`src/rtl/multicycle_pkg.sv`:
```
// Shared encodings for the multicycle RV32I control unit: FSM states, opcodes,
// ALU operation classes and the mux/immediate encodings seen by the datapath.
package multicycle_pkg;

    typedef enum logic [3:0] {
        S_FETCH,
        S_DECODE,
        S_MEMADR,
        S_MEMREAD,
        S_MEMWB,
        S_MEMWRITE,
        S_EXECUTER,
        S_EXECUTEI,
        S_ALUWB,
        S_BRANCH,
        S_JAL
    } state_t;

    localparam logic [6:0] OP_LW  = 7'b0000011;
    localparam logic [6:0] OP_SW  = 7'b0100011;
    localparam logic [6:0] OP_R   = 7'b0110011;
    localparam logic [6:0] OP_I   = 7'b0010011;
    localparam logic [6:0] OP_BR  = 7'b1100011;
    localparam logic [6:0] OP_JAL = 7'b1101111;

    typedef enum logic [1:0] {
        ALUOP_ADD,
        ALUOP_SUB,
        ALUOP_FUNCT
    } alu_op_t;

    localparam logic [2:0] ALU_ADD = 3'b000;
    localparam logic [2:0] ALU_SUB = 3'b001;
    localparam logic [2:0] ALU_AND = 3'b010;
    localparam logic [2:0] ALU_OR  = 3'b011;
    localparam logic [2:0] ALU_SLT = 3'b101;

    localparam logic [1:0] IMM_I = 2'b00;
    localparam logic [1:0] IMM_S = 2'b01;
    localparam logic [1:0] IMM_B = 2'b10;
    localparam logic [1:0] IMM_J = 2'b11;

    // Immediate format depends only on the opcode, independent of FSM state.
    function automatic logic [1:0] imm_src_for(input logic [6:0] op);
        case (op)
            OP_SW:   return IMM_S;
            OP_BR:   return IMM_B;
            OP_JAL:  return IMM_J;
            default: return IMM_I;
        endcase
    endfunction

endpackage

```
`src/rtl/multicycle_ctrl_alu_decoder.sv`:
```
// Maps the FSM's ALU operation class plus instruction funct fields onto the
// 3-bit ALU control code.
module alu_decoder
    import multicycle_pkg::*;
(
    input  alu_op_t     alu_op,
    input  logic [2:0]  funct3,
    input  logic        op5,
    input  logic        funct7b5,
    output logic [2:0]  alu_control
);

    always_comb begin
        alu_control = ALU_ADD;
        case (alu_op)
            ALUOP_SUB: alu_control = ALU_SUB;
            ALUOP_FUNCT: begin
                case (funct3)
                    // Only R-type (op5=1) can select sub; addi ignores funct7b5.
                    3'b000:  alu_control = (op5 & funct7b5) ? ALU_SUB : ALU_ADD;
                    3'b010:  alu_control = ALU_SLT;
                    3'b110:  alu_control = ALU_OR;
                    3'b111:  alu_control = ALU_AND;
                    default: alu_control = ALU_ADD;
                endcase
            end
            default: alu_control = ALU_ADD;
        endcase
    end

endmodule

```
`src/rtl/multicycle_ctrl.sv`:
```
// Moore control FSM for a multicycle RV32I datapath: sequences fetch, decode,
// execute, memory and writeback, driving every mux select and write enable.
module multicycle_ctrl
    import multicycle_pkg::*;
#(
    parameter bit SUPPORT_BNE = 1'b1
) (
    input  logic        clk,
    input  logic        reset,
    input  logic [6:0]  op,
    input  logic [2:0]  funct3,
    input  logic        funct7b5,
    input  logic        zero,
    output logic [1:0]  immSrc,
    output logic [1:0]  aluSrcA,
    output logic [1:0]  aluSrcB,
    output logic [1:0]  resultSrc,
    output logic        adrSrc,
    output logic [2:0]  aluControl,
    output logic        irWrite,
    output logic        pcWrite,
    output logic        regWrite,
    output logic        memWrite,
    output logic        illegal
);

    state_t  state_reg, state_next;
    alu_op_t alu_op;
    logic    ir_write_raw, pc_write_raw, reg_write_raw, mem_write_raw, illegal_raw;
    logic    branch_taken;

    assign branch_taken = SUPPORT_BNE ? (zero ^ funct3[0]) : zero;

    always_ff @(posedge clk or posedge reset) begin
        if (reset) state_reg <= S_FETCH;
        else       state_reg <= state_next;
    end

    always_comb begin
        state_next = S_FETCH;
        case (state_reg)
            S_FETCH:  state_next = S_DECODE;
            S_DECODE: begin
                case (op)
                    OP_LW, OP_SW: state_next = S_MEMADR;
                    OP_R:         state_next = S_EXECUTER;
                    OP_I:         state_next = S_EXECUTEI;
                    OP_BR:        state_next = S_BRANCH;
                    OP_JAL:       state_next = S_JAL;
                    default:      state_next = S_FETCH;
                endcase
            end
            S_MEMADR:   state_next = (op == OP_SW) ? S_MEMWRITE : S_MEMREAD;
            S_MEMREAD:  state_next = S_MEMWB;
            S_MEMWB:    state_next = S_FETCH;
            S_MEMWRITE: state_next = S_FETCH;
            S_EXECUTER: state_next = S_ALUWB;
            S_EXECUTEI: state_next = S_ALUWB;
            S_ALUWB:    state_next = S_FETCH;
            S_BRANCH:   state_next = S_FETCH;
            S_JAL:      state_next = S_ALUWB;
            default:    state_next = S_FETCH;
        endcase
    end

    always_comb begin
        aluSrcA       = 2'b00;
        aluSrcB       = 2'b00;
        resultSrc     = 2'b00;
        adrSrc        = 1'b0;
        alu_op        = ALUOP_ADD;
        ir_write_raw  = 1'b0;
        pc_write_raw  = 1'b0;
        reg_write_raw = 1'b0;
        mem_write_raw = 1'b0;
        illegal_raw   = 1'b0;
        case (state_reg)
            S_FETCH: begin
                ir_write_raw = 1'b1;
                aluSrcB      = 2'b10;
                resultSrc    = 2'b10;
                pc_write_raw = 1'b1;
            end
            S_DECODE: begin
                aluSrcA     = 2'b01;
                aluSrcB     = 2'b01;
                illegal_raw = !(op inside {OP_LW, OP_SW, OP_R, OP_I, OP_BR, OP_JAL});
            end
            S_MEMADR: begin
                aluSrcA = 2'b10;
                aluSrcB = 2'b01;
            end
            S_MEMREAD: adrSrc = 1'b1;
            S_MEMWB: begin
                resultSrc     = 2'b01;
                reg_write_raw = 1'b1;
            end
            S_MEMWRITE: begin
                adrSrc        = 1'b1;
                mem_write_raw = 1'b1;
            end
            S_EXECUTER: begin
                aluSrcA = 2'b10;
                alu_op  = ALUOP_FUNCT;
            end
            S_EXECUTEI: begin
                aluSrcA = 2'b10;
                aluSrcB = 2'b01;
                alu_op  = ALUOP_FUNCT;
            end
            S_ALUWB: reg_write_raw = 1'b1;
            S_BRANCH: begin
                aluSrcA      = 2'b10;
                alu_op       = ALUOP_SUB;
                pc_write_raw = branch_taken;
            end
            S_JAL: begin
                aluSrcA      = 2'b01;
                aluSrcB      = 2'b10;
                pc_write_raw = 1'b1;
            end
            default: ;
        endcase
    end

    // Write enables are killed while reset is high so an aborted instruction commits nothing.
    assign irWrite  = ir_write_raw  & ~reset;
    assign pcWrite  = pc_write_raw  & ~reset;
    assign regWrite = reg_write_raw & ~reset;
    assign memWrite = mem_write_raw & ~reset;
    assign illegal  = illegal_raw   & ~reset;
    assign immSrc   = imm_src_for(op);

    alu_decoder u_alu_decoder (
        .alu_op      (alu_op),
        .funct3      (funct3),
        .op5         (op[5]),
        .funct7b5    (funct7b5),
        .alu_control (aluControl)
    );

endmodule

```
`config.mk`:
```
export PLATFORM = sky130hd
export DESIGN_NAME = multicycle_ctrl
export DESIGN_NICKNAME = d
export VERILOG_FILES = /design/src/rtl/multicycle_pkg.sv /design/src/rtl/multicycle_ctrl_alu_decoder.sv /design/src/rtl/multicycle_ctrl.sv
export SDC_FILE = /design/constraint.sdc
export NUM_CORES = 1
export LEC_CHECK = 0
export CAP_MARGIN = 5
export CORE_AREA = 2 2 42 44
export DETAILED_ROUTE_END_ITERATION = 6
export DIE_AREA = 0 0 44 46
export HOLD_SLACK_MARGIN = 0.1
export MAX_ROUTING_LAYER = met4
export PLACE_DENSITY = 0.76
export SYNTH_ARGS = -nofsm -noshare
export SYNTH_HDL_FRONTEND = slang
export SYNTH_SLANG_ARGS = --single-unit
```
`constraint.sdc`:
```
create_clock -name clk -period 1.9 [get_ports clk]
set_input_delay 0.38 -clock clk [delete_from_list [all_inputs] [get_ports clk]]
set_output_delay 0.38 -clock clk [all_outputs]
set_load 0.1 [all_outputs]
```
### After elaboration in Yosys (flattened, before gate mapping)

Cells that the tools add are included.
W data, S select, Z words.

* multiplexer cells: 17
* reductions and logical operators: 13
* bitwise logic cells: 8
* equality and inequality tests: 21

Operators by type and width (number)
* $pmux W4 S5: 2
* $eq A4 B3 Y1 const B: 4
* $pmux W2 S2: 4
* $eq A7 B6 Y1 const B: 2
* $eq A7 B7 Y1 const B: 2
* $eq A4 B4 Y1 const B: 3
* $pmux W3 S4: 1
* $reduce_or A2 Y1: 6
* $eq A4 B2 Y1 const B: 2
* $eq A7 B2 Y1 const B: 1
* $eq A7 B5 Y1 const B: 1
* $and A1 B1 Y1: 6
* $eq A3 B3 Y1 const B: 2
* $mux W1: 6
* $pmux W2 S3: 1
* $pmux W3 S2: 1
* $reduce_bool A6 Y1: 1
* $reduce_or A3 Y1: 2
* $eq A4 B1 Y1 const B: 1
* $logic_not A4 Y1: 1
* $reduce_or A4 Y1: 1
* $eq A3 B2 Y1 const B: 1
* $logic_not A3 Y1: 1
* $mux W3: 1
* 6 further kinds: 6

* register bits after elaboration: 4
* logic and storage cells: 60
* output and inout bits: 17

### Logic depth before layout (Yosys ltp)

* depth in word-level cells: 5
* gate-level depth with buffers: 9
* mapped depth without buffers: 8

### Hierarchy

A second synthesis with hierarchy kept.

* cells, all modules: 81
* area total of the unflattened synthesis: 626.9 µm²

By module, submodules not included
* multicycle_ctrl: times used 1, area an instance 530.5 µm², cells each 70
* alu_decoder: times used 1, area an instance 96.3 µm², cells each 11

### Worst setup path before layout

No wires, ideal clock.

* path kind: register to output
* start point: reg state_reg[3]
* end point: out regWrite
* data required time: 1520 ps
* data arrival time: 5344 ps
* path slack: -3824 ps
* stages on the path, launching flop included: 3
* cells stage by stage: dfrtp_1 nand2b_1 a2111oi_0

* longest elaborated chain between the ends: 4
* elaborated cells between the ends (all ways): 5
* those cells by class: 2 x eq/ne; 1 x mux; 1 x bitwise; 1 x reduce/logical

RTL lines
* start, declared: line multicycle_ctrl.sv:27 `state_t state_reg, state_next;`
* start signal, assigned: line multicycle_ctrl.sv:36 `else state_reg <= state_next;`
* $eq A4 B4 Y1 or $eq A4 B3 Y1 (tied branches): line multicycle_ctrl.sv:77 `case (state_reg)`
* $reduce_or A2 Y1 (no source line) (*)
* $mux W1 (*): line multicycle_ctrl.sv:77
* $and A1 B1 Y1 (*): line multicycle_ctrl.sv:129 `assign regWrite = reg_write_raw & ~reset;`
* end, declared: line multicycle_ctrl.sv:22 `output logic regWrite,`

Mark *: on every way between the ends. The rest lies on a longest branch, timed or not.

### Worst setup path in the final report

* start point: reg state_reg[3]
* end point: out aluControl[2]

* longest elaborated chain between the ends: 5
* elaborated cells between the ends (all ways): 8
* those cells by class: 5 x eq/ne; 2 x mux; 1 x reduce/logical

RTL lines
* $eq A4 B3 Y1: line multicycle_ctrl.sv:77
* $reduce_or A2 Y1 (no source line)
* $pmux W2 S2 (*): line multicycle_ctrl.sv:77
* $eq A2 B2 Y1 or $eq A2 B1 Y1 (tied branches): line multicycle_ctrl_alu_decoder.sv:15 `case (alu_op)`
* $pmux W3 S2 (*): line multicycle_ctrl_alu_decoder.sv:15
* end, declared: line multicycle_ctrl.sv:19 `output logic [2:0] aluControl,`

Marks and branches as above.

==> impl_metrics.yaml <==
status:
  run_status: "finished, violations left"
  violated_checks: "negative setup slack"
drt:
  drtIter0Drc: 39
  detail_route.drc_violations: 0
  ant_nets: 0
  vias: 973
  drt-pass1-iter-count: 4
  avgViaCountPerCell: 6.20
  postRouteWirelength_um: 3760
  drt-wirelength-per-cell_um: 23.9
layout:
  layout-area-overhead-vs-synth_pct: 193
  area_occupied_by_multi_input_gates_sq_um: 641
  antenna-diode-count: 0
  drive_gt1_frac: 0.707
  filler_cell_count: 32
  fin_cells: 157
  number_of_nets_in_the_layout: 157
  seq_area_sq_um: 103
  largest_register_ff_count: 4
clock_tree:
  cts_hold_buf: 0
  clk_sink_count: 4
  cts_root_buf: "clkbuf_4"
  h_tree_lvl_count: 1
  clk_path_buf_depth: 2
  numCtsBuffers: 3
  clkSlewWorstSetupHoldPaths_ns: 0.06
  worst_skew_pair.late_latency_ns: 0.27
  tritoncts: "yes"
power:
  power.density_nw_per_um2: 1180
  p_leak_nw: 0.642
  power_mw: 1.82
  vdd.ir_drop.worst_v: 0.000865
global_route:
  globalRouteOverflowTotal: 0
  grt_pass1_wl_um: 4840
  grt_antenna_before_repair: 0
  largest_net_degree_at_the_start_of_global_routing: 15
  grt.total_usage: 0.358
  first_global_vias: 994
timing:
  period_share: 1.19
  hold_viol_final: 0
  finalSetupViolations: 15
  worst_slack_ns: -0.368
  final-max-slew-violation-count: 0
  max_slew.worst_pin.slew_ns: 0.344
  timing.max_slew.rel_slack: 0.769
  clock.fmax_ghz: 0.441
  grt_setup_unrepaired: "true"
  final.setup_skew_ns: 0.0240
  whs_ns: 0.537
  post-route-min-period_ns: 2.27
die:
  die_width_um: 44
  die_h_um: 46
  io-pin-count: 31
  floorplan.die_area_sq_um: 2020
  core.rowCount: 15
  core_region_area_sq_um: 1610
  initial_core_util: 0.327
critical_path:
  r2r.worst_path.cells: 5
  path_cells: "nor2b_4, nand2_2, inv_2, ha_4, nand2_4, buf_6, nor4_4, buf_12"
  worst_ep_required_time_ns: 1.52
  crit_path_start: "state_reg[3]"
  criticalPathCategory: "reg2out"
  timing.critical_path.slowest_stage_cell: "dfrtp_2"
  crit_path_end: "aluControl[2]"
  crit_path_end_kind: "output pin"
  setup.worst_path.start_class: "register"
  crit_arrival_ns: 1.89
  crit_fanout: 3
  worstReg2RegStart: "state_reg[3]"
  reg2reg_setup_slack_ns: 0.31
  r2r_end: "state_reg[1]"
  crit_path_max_incr_delay_ns: 0.45
logic_synthesis:
  postSynthCellCount: 74
  synth-seq-area-share: 0.190
  count_of_flip_flops_with_a_built_in_enable_after_synthesis: 0
  postSynthNetCount: 90
  yosys_warnings: 0
  ys_types: 34
  async_flop_share: 1.00
  synthFlopType: "dfrtp_1"
  syn_area_sq_um: 528
  average_footprint_of_a_synthesized_cell_sq_um: 7.14
  ys_seq_elements: 4
flow_run:
  max_cap_violations: 0
place:
  portBuffers: 30
  place_congestion: 0.789
  detailedPlacementHpwl_um: 1990
  place.detailed.instances: 146
worst_hold_path:
  worstHoldPathType: "in2async"
what timing repair did:
item                                    in CTS  in global routing
endpoints found under the setup margin      14                 16
resized for setup                           23                 13
buffers inserted                             4                  4
endpoints found under the hold margin        0                  0
pin swaps                                   11                  8
synthesized netlist by cell type, types with 2 or more instances:
cell,count,area share
a21oi_1,3,0.028
a22o_1,2,0.033
clkbuf_1,2,0.014
dfrtp_1,4,0.19
ha_1,2,0.047
inv_1,4,0.028
nand2_1,8,0.057
nand2b_1,3,0.036
nand3_1,3,0.028
nor2_1,8,0.057
nor2b_1,2,0.024
nor3_1,6,0.057
nor3b_1,2,0.028
nor4_1,3,0.036
o21ai_0,3,0.028
cell usage in the layout (no fill, tap or decap), types with 2 or more instances in the layout:
cell             Yosys  routed
nor3b_1              2       2
buf_4                0      33
dfrtp_2              0       2
nand2_1              8       4
nor2_1               8       4
buf_12               0      18
inv_2                0       2
clkbuf_2             0       3
nor2b_4              1       3
o21ai_0              3       2
buf_6                1       2
nor3_2               1       3
dlygate4sd2_1        0       3
nand2b_4             0       2
nor2_4               0       3
clkdlybuf4s50_1      0       6
nand2_2              0       3
nand3_1              3       2
inv_1                4       2
nor3_4               0       4
a21oi_2              1       2
or2_4                1       2
clkbuf_4             0       3
a22o_1               2       2
nor4_4               0       4
dfrtp_1              4       2
through the flow:
step | setup TNS [ns] | util | setup WS (ns) | cell area (sq um)
global placement | -0.653 | 0.869 | -0.202 | 1400
detailed placement | -1.04 | 0.869 | -0.250 | 1400
finish | -2.95 | 0.959 | -0.368 | 1550
floorplan | -5.07 | - | -0.809 | 728
CTS | -1.46 | 0.924 | -0.324 | 1490
global route | -3.41 | 0.959 | -0.391 | 1550
worst max-delay path, delay by kind of cell (launching register included):
kind          cells  cell delay [ns]
buf+inv           3             0.42
fa+ha+maj         1             0.17
simple gates      4             0.55
flops             1             0.45
power breakdown:
group	switching, mW	internal [mW]
Combinational	0.975	0.567
Sequential	0.0302	0.103
Clock	0.0627	0.0805
Total	1.07	0.751
area by class of cell:
type	count	area share
timing repair buffer	66	0.479
clock buffer	4	0.0170
inverter	4	0.00970
sequential	4	0.0663
tap	17	0.0137
multi-input combinational	62	0.414
layer usage:
metal / global-route usage / vias to the layer above / wire length (um)
met5: - / - / 0
met4: 0.333 / 0 / 280
met3: 0.0278 / 26 / 250
met2: 0.626 / 86 / 1840
met1: 0.349 / 469 / 1390
li1: - / 392 / -
worst min path at each step:
stage	startpoint	end	slack, ns	cells past startpoint
after floorplan	reset	state_reg[0]	0.15	1
after global placement	state_reg[1]	state_reg[3]	0.61	2
after detailed placement	state_reg[1]	state_reg[3]	0.63	2
after CTS	reset	state_reg[0]	0.55	3
after global routing	reset	state_reg[0]	0.56	3
final	reset	state_reg[0]	0.54	3
cells by family after synthesis:
| group | share of synthesized area |
|---|---|
| xor+xnor | 0.0332 |
| simple gates | 0.476 |
| fa+ha+maj | 0.0474 |
| flops | 0.190 |
| buf+inv | 0.0734 |
| compound gates | 0.180 |
Note: power is estimated with default switching activity, not from simulation.
